File: config.mk
export PLATFORM = sky130hd
export DESIGN_NAME = pipe_ctrl
export DESIGN_NICKNAME = d
export VERILOG_FILES = /design/src/rtl/pipe_ctrl.sv
export SDC_FILE = /design/constraint.sdc
export NUM_CORES = 1
export LEC_CHECK = 0
export ABC_AREA = 0
export CAP_MARGIN = 10
export CORE_ASPECT_RATIO = 1.4
export CORE_MARGIN = 8
export CORE_UTILIZATION = 39
export CTS_CLUSTER_SIZE = 30
export DETAILED_ROUTE_END_ITERATION = 16
export PLACE_DENSITY_LB_ADDON = 0.1
export SETUP_SLACK_MARGIN = 0.5
export SYNTH_ARGS = -nofsm -noshare
export SYNTH_HDL_FRONTEND = slang
export SYNTH_SLANG_ARGS = --single-unit
File: constraint.sdc
create_clock -name clk_i -period 4.1 [get_ports clk_i]
set_input_delay 0.82 -clock clk_i [delete_from_list [all_inputs] [get_ports clk_i]]
set_output_delay 0.82 -clock clk_i [all_outputs]
set_load 0.01 [all_outputs]
File: src/rtl/pipe_ctrl.sv
// ---------------------------------------------------------------------------
// pipe_ctrl -- hazard and stall controller for a five-stage in-order pipeline.
//
// Combines three concerns:
//   * operand forwarding from M/W into E (combinational, valid in all states),
//   * load-use stalls and branch flushes for the front end,
//   * a data-memory wait FSM (RUN / MEM_WAIT / FAULT) that freezes the whole
//     pipeline while memory is busy and latches a fault on timeout.
//
// Optional build macro:
//   PIPE_CTRL_PERF_EN -- adds a saturating counter of cycles with StallF_o
//                        high.  Without it StallCnt_o is tied to zero and no
//                        counter flops exist.
// ---------------------------------------------------------------------------
module pipe_ctrl #(
    parameter int REGISTER_ADDRESS_WIDTH = 5,
    parameter int MEM_TIMEOUT            = 255,
    parameter int PERF_WIDTH             = 16
) (
    input  logic                              clk_i,
    input  logic                              rst_ni,
    input  logic [REGISTER_ADDRESS_WIDTH-1:0] Rs1D_i,
    input  logic [REGISTER_ADDRESS_WIDTH-1:0] Rs2D_i,
    input  logic [REGISTER_ADDRESS_WIDTH-1:0] Rs1E_i,
    input  logic [REGISTER_ADDRESS_WIDTH-1:0] Rs2E_i,
    input  logic [REGISTER_ADDRESS_WIDTH-1:0] RdE_i,
    input  logic [REGISTER_ADDRESS_WIDTH-1:0] RdM_i,
    input  logic [REGISTER_ADDRESS_WIDTH-1:0] RdW_i,
    input  logic [1:0]                        ResultSrcE_i,
    input  logic                              RegWriteM_i,
    input  logic                              RegWriteW_i,
    input  logic                              PCSrcE_i,
    input  logic                              MemReqM_i,
    input  logic                              MemReadyM_i,
    output logic                              StallF_o,
    output logic                              StallD_o,
    output logic                              EnE_o,
    output logic                              EnM_o,
    output logic                              EnW_o,
    output logic                              FlushD_o,
    output logic                              FlushE_o,
    output logic [1:0]                        ForwardAE_o,
    output logic [1:0]                        ForwardBE_o,
    output logic                              Fault_o,
    output logic [PERF_WIDTH-1:0]             StallCnt_o
);

    // Wait counter must be able to hold MEM_TIMEOUT itself.
    localparam int WAIT_W = (MEM_TIMEOUT < 2) ? 1 : $clog2(MEM_TIMEOUT + 1);
    localparam logic [WAIT_W-1:0] TIMEOUT_VAL = WAIT_W'(MEM_TIMEOUT);

    localparam logic [1:0] RUN      = 2'd0;
    localparam logic [1:0] MEM_WAIT = 2'd1;
    localparam logic [1:0] FAULT    = 2'd2;

    localparam logic [REGISTER_ADDRESS_WIDTH-1:0] X0 = '0;

    logic [1:0]        state_q, state_d;
    logic [WAIT_W-1:0] wait_cnt_q, wait_cnt_d;

    logic mem_stall;
    logic in_fault;
    logic freeze;
    logic lw_stall;

    // Select the youngest in-flight producer of rs; x0 is never forwarded.
    function automatic logic [1:0] fwd_sel(
        input logic [REGISTER_ADDRESS_WIDTH-1:0] rs,
        input logic                              reg_write_m,
        input logic [REGISTER_ADDRESS_WIDTH-1:0] rd_m,
        input logic                              reg_write_w,
        input logic [REGISTER_ADDRESS_WIDTH-1:0] rd_w
    );
        logic [1:0] sel;
        sel = 2'b00;
        if (reg_write_m && (rd_m != X0) && (rd_m == rs)) begin
            sel = 2'b10;
        end else if (reg_write_w && (rd_w != X0) && (rd_w == rs)) begin
            sel = 2'b01;
        end
        return sel;
    endfunction

    assign in_fault  = (state_q == FAULT);
    // Memory stall only matters while the FSM is still able to wait on it.
    assign mem_stall = MemReqM_i & ~MemReadyM_i & ~in_fault;
    assign freeze    = mem_stall | in_fault;
    assign lw_stall  = (ResultSrcE_i == 2'b01) && (RdE_i != X0) &&
                       ((RdE_i == Rs1D_i) || (RdE_i == Rs2D_i));

    // Memory-wait FSM next state and wait-cycle counter.
    always_comb begin
        // NOTE: every variable gets a default first so no path can leave it
        // unassigned and infer a latch.
        state_d    = state_q;
        wait_cnt_d = wait_cnt_q;
        case (state_q)
            RUN: begin
                if (mem_stall) begin
                    state_d    = MEM_WAIT;
                    wait_cnt_d = WAIT_W'(1);  // the first stall cycle counts as 1
                end
            end
            MEM_WAIT: begin
                if (!mem_stall) begin
                    // Memory answered (or the request was withdrawn).
                    state_d = RUN;
                end else if (wait_cnt_q == TIMEOUT_VAL) begin
                    state_d = FAULT;
                end else begin
                    wait_cnt_d = wait_cnt_q + WAIT_W'(1);
                end
            end
            FAULT: begin
                state_d = FAULT;  // left only through reset
            end
            default: begin
                state_d = RUN;
            end
        endcase
    end

    // State and wait-counter registers.
    always_ff @(posedge clk_i or negedge rst_ni) begin
        // NOTE: sequential state uses non-blocking assignments so every flop
        // samples pre-edge values regardless of statement order.
        if (!rst_ni) begin
            state_q    <= RUN;
            wait_cnt_q <= '0;
        end else begin
            state_q    <= state_d;
            wait_cnt_q <= wait_cnt_d;
        end
    end

    assign Fault_o = in_fault;

    // Pipeline stall/enable/flush and forwarding selection.
    always_comb begin
        StallF_o    = 1'b0;
        StallD_o    = 1'b0;
        EnE_o       = 1'b1;
        EnM_o       = 1'b1;
        EnW_o       = 1'b1;
        FlushD_o    = 1'b0;
        FlushE_o    = 1'b0;
        ForwardAE_o = fwd_sel(Rs1E_i, RegWriteM_i, RdM_i, RegWriteW_i, RdW_i);
        ForwardBE_o = fwd_sel(Rs2E_i, RegWriteM_i, RdM_i, RegWriteW_i, RdW_i);
        if (!rst_ni) begin
            // Hold the pipeline and keep bubbles flowing in while in reset.
            StallF_o    = 1'b1;
            StallD_o    = 1'b1;
            EnE_o       = 1'b0;
            EnM_o       = 1'b0;
            EnW_o       = 1'b0;
            FlushD_o    = 1'b1;
            FlushE_o    = 1'b1;
            ForwardAE_o = 2'b00;
            ForwardBE_o = 2'b00;
        end else if (freeze) begin
            // Full freeze: nothing moves and nothing is squashed.
            StallF_o = 1'b1;
            StallD_o = 1'b1;
            EnE_o    = 1'b0;
            EnM_o    = 1'b0;
            EnW_o    = 1'b0;
        end else begin
            // A taken branch wins over a load-use stall: squash, don't hold.
            StallF_o = lw_stall & ~PCSrcE_i;
            StallD_o = lw_stall & ~PCSrcE_i;
            FlushD_o = PCSrcE_i;
            // A D->E flush is only meaningful when that register is enabled.
            FlushE_o = (lw_stall | PCSrcE_i) & EnE_o;
        end
    end

`ifdef PIPE_CTRL_PERF_EN
    logic [PERF_WIDTH-1:0] stall_cnt_q;

    // Saturating count of front-end stall cycles.
    always_ff @(posedge clk_i or negedge rst_ni) begin
        if (!rst_ni) begin
            stall_cnt_q <= '0;
        end else if (StallF_o && (stall_cnt_q != '1)) begin
            stall_cnt_q <= stall_cnt_q + PERF_WIDTH'(1);
        end
    end

    assign StallCnt_o = stall_cnt_q;
`else
    assign StallCnt_o = '0;
`endif

endmodule

==> summary.md <==
| Metric | Value |
|---|---|
| Status | `finished clean` |
| Area post-placement | `1630 sq um` |
| Max Slew Vio Count | `0` |
| Fillers | `272` |
| Crit-path cells | `clkdlybuf4s50_1, or4_1, o21ai_2, nor4_2, and2_1, clkdlybuf4s50_1` |
| Detailed Routing Iterations Pass 1 | `4` |
| Drt total wl | `3690 um` |
| First-pass GRT wire length | `5510 um` |
| Clk_skew | `0.00549 ns` |
| Post-cts hold buffer count | `0` |
| Die W | `61.2 um` |
| YS warnings | `0` |
| LEAKAGE | `0.733 nW` |
| Switching share of power | `0.296` |
| Crit share post-route | `0.866` |
| CTS tree | `built` |
| Core Rows | `23` |
| Share of cells above drive strength 1 | `0.0476` |
| Clock share of power | `0.341` |
| Crit-path max cell delay | `0.55 ns` |
| CTS buffer count | `3` |
| Final GP Congestion | `1.02` |
| Number of enable flip-flop cells after synthesis | `0` |
| H-tree depth | `1` |
| Net Sw Power | `0.110 mW` |
| Hold Path Class | `reg -> reg` |
| Largest net degree at the start of global routing | `16` |
| Gr usage total | `0.147` |
| Max-cap violations | `0` |
| Initial core utilization | `0.400` |
| Setup TNS | `0 ns` |
| Fin util | `0.610` |
| Post-synth top flop | `dfrtp_1` |
| Synth area leader | `dfrtp_1` |
| Synthesis-stage register bit count | `10` |
| Critical path required time | `3.28 ns` |
| Post-Syn Area per Cell | `8.28 sq um` |
| Multi-input logic area | `778 sq um` |
| CTS max path bufs | `2` |
| Final net count | `235` |
| Total power | `0.370 mW` |
| Total congestion overflow | `0` |
| Die area | `4860 sq um` |
| Layout area overhead | `52.5%` |
| Sequential cell area fraction in the yosys report | `0.224` |
| Seq pwr share | `0.307` |
| Mapped Area | `1120 sq um` |
| Kind of critical path | `in -> out` |
| Worst Path Max Fanout | `3` |
| Cells after Synth | `135` |
| RSZ-0062 raised after global routing | `true` |
| Worst Path Buf+Inv | `2` |
| Initial antenna violation count | `0` |
| Most frequent cells in the layout | `clkdlybuf4s50_1 (49), xor2_1 (24), conb_1 (16)` |
| Fin area | `1700 sq um` |
| Count of final setup violators | `0` |
| Synth area leaders | `dfrtp_1 (22%), xor2_1 (19%), buf_4 (13%)` |
| Reg clk slew, reported paths | `0.05 ns` |
| Yosys cell types | `36` |
| Antenna cells | `0` |
| Worst-Skew Late Latency | `0.24 ns` |
| Worst setup EP type | `output port` |
| Logic gate share of total power | `0.351` |
| Port bufs | `55` |
| Routed len/inst | `16.3 um` |
| Share of flip-flops with an asynchronous set or reset | `1.00` |
| Clock period minus worst slack | `3.55 ns` |
| Vias in the first global route | `1212` |
| Iter 0 DRT Violations | `36` |
| Most common cell after layout, fill and taps aside | `clkdlybuf4s50_1` |
| Hold WS | `0.550 ns` |
| Delay-heaviest family, CP | `buffers and inverters` |
| FMAX | `0.282 GHz` |
| Worst path most repeated cell | `clkdlybuf4s50_1` |
| Slowest cell on crit path | `or4_1` |
| # IOs | `72` |
| CORE AREA | `2790 sq um` |
| Vias post-DR | `1121` |
| Root Buffer | `clkbuf_8` |
| Die Y | `79.3 um` |
| Reg area | `250 sq um` |
| Via density | `4.96` |
| Critical Path Source Type | `input pin` |
| Final hold violations | `0` |
| Share of the synthesized area in the top cell type | `0.224` |
| Post-CTS Setup Repair Bufs | `0` |
| Int Pwr | `0.261 mW` |
| # DRC | `0` |
| PwrDens | `217 nW/um^2` |
| DP HPWL | `3160 um` |
| Num Clock Sinks | `10` |
| DRT antenna net count | `0` |
| Worst Path Arrival | `2.73 ns` |
| VDD IR max | `0.229 mV` |
## flip-flops by register name, summed over array words and instances (netlist names)
register,flops
state_q,2
wait_cnt_q,8
## through the flow
| stage | cells | setup WS (ns) |
|---|---|---|
| after floorplan | 150 | 1.27 |
| after global placement | 222 | 0.358 |
| after detailed placement | 222 | 0.287 |
| after CTS | 226 | 0.508 |
| after global routing | 226 | 0.461 |
| final | 226 | 0.548 |
## power groups by stage
stage	registers, mW	clock network (mW)	logic, mW
finish	0.114	0.126	0.130
global route	0.115	0.131	0.142
CTS	0.113	0.127	0.129
detailed placement	0.115	0	0.129
global placement	0.115	0	0.127
floorplan	0.113	0	0.0681
## routing by layer
layer | up-vias | part of all wire | GRT usage | wire length (um)
met5 | - | 0 | 0 | 0
met4 | 0 | 0.014 | 0.0492 | 51
met3 | 7 | 0.078 | 0.0339 | 287
met2 | 47 | 0.58 | 0.291 | 2160
met1 | 520 | 0.32 | 0.135 | 1200
li1 | 547 | - | - | -
## timing repair
action                                  CTS  global route
cloned                                    0             0
resized for setup                         2             8
endpoints found under the hold margin     0             0
endpoints found under the setup margin    2             6
## cell usage after synthesis, types with 3 or more instances
| library cell | n |
|---|---|
| xor2_1 | 24 |
| buf_4 | 19 |
| dfrtp_1 | 10 |
| nand2_1 | 9 |
| o21ai_1 | 6 |
| or4_1 | 6 |
| xnor2_1 | 6 |
| nand3_1 | 5 |
| nor2_1 | 5 |
| nor2b_1 | 4 |
| nor4_1 | 4 |
| o31ai_1 | 4 |
| and2_1 | 3 |
| o211ai_1 | 3 |
## area by class of cell
| type | count | share of cell area |
|---|---|---|
| Multi-Input combinational cell | 117 | 0.457 |
| Timing Repair Buffer | 56 | 0.333 |
| Sequential cell | 10 | 0.147 |
| Clock buffer | 4 | 0.0323 |
| Tap cell | 37 | 0.0272 |
| Inverter | 2 | 0.00441 |
## worst reg2reg max path: stages (launching register included)
cell and delay, ns:
dfrtp_1 0.38, or3b_1 0.49, a21o_1 0.32, or4_1 0.53, a21oi_1 0.15
## final timing paths
path / slack [ns] / end / start / cells past startpoint
max: 0.55 / ForwardBE_o[1] / RdM_i[1] / 6
min reg2reg: 0.55 / wait_cnt_q[5]$_DFFE_PN0P_ / wait_cnt_q[5]$_DFFE_PN0P_ / 1
max reg2reg: 2.16 / wait_cnt_q[6]$_DFFE_PN0P_ / state_q[1]$_DFFE_PN0P_ / 4
max in group asynchronous: 2.97 / state_q[1]$_DFFE_PN0P_ / rst_ni / 2
min in group asynchronous: 0.97 / wait_cnt_q[1]$_DFFE_PN0P_ / rst_ni / 2
min: 0.55 / wait_cnt_q[5]$_DFFE_PN0P_ / wait_cnt_q[5]$_DFFE_PN0P_ / 1
## cells by family (layout without fill, tap and decap cells)
| family | Yosys count | count (layout) | synth area share |
|---|---|---|---|
| xor+xnor | 30 | 30 | 0.235 |
| other cells | 1 | 16 | 0.00336 |
| compound gates | 22 | 22 | 0.129 |
| fa+ha+maj | 1 | 1 | 0.0112 |
| mux | 2 | 2 | 0.0202 |
| flops | 10 | 10 | 0.224 |
| simple gates | 46 | 46 | 0.234 |
| buf+inv | 23 | 62 | 0.143 |
(Power assumes the default switching activity.)
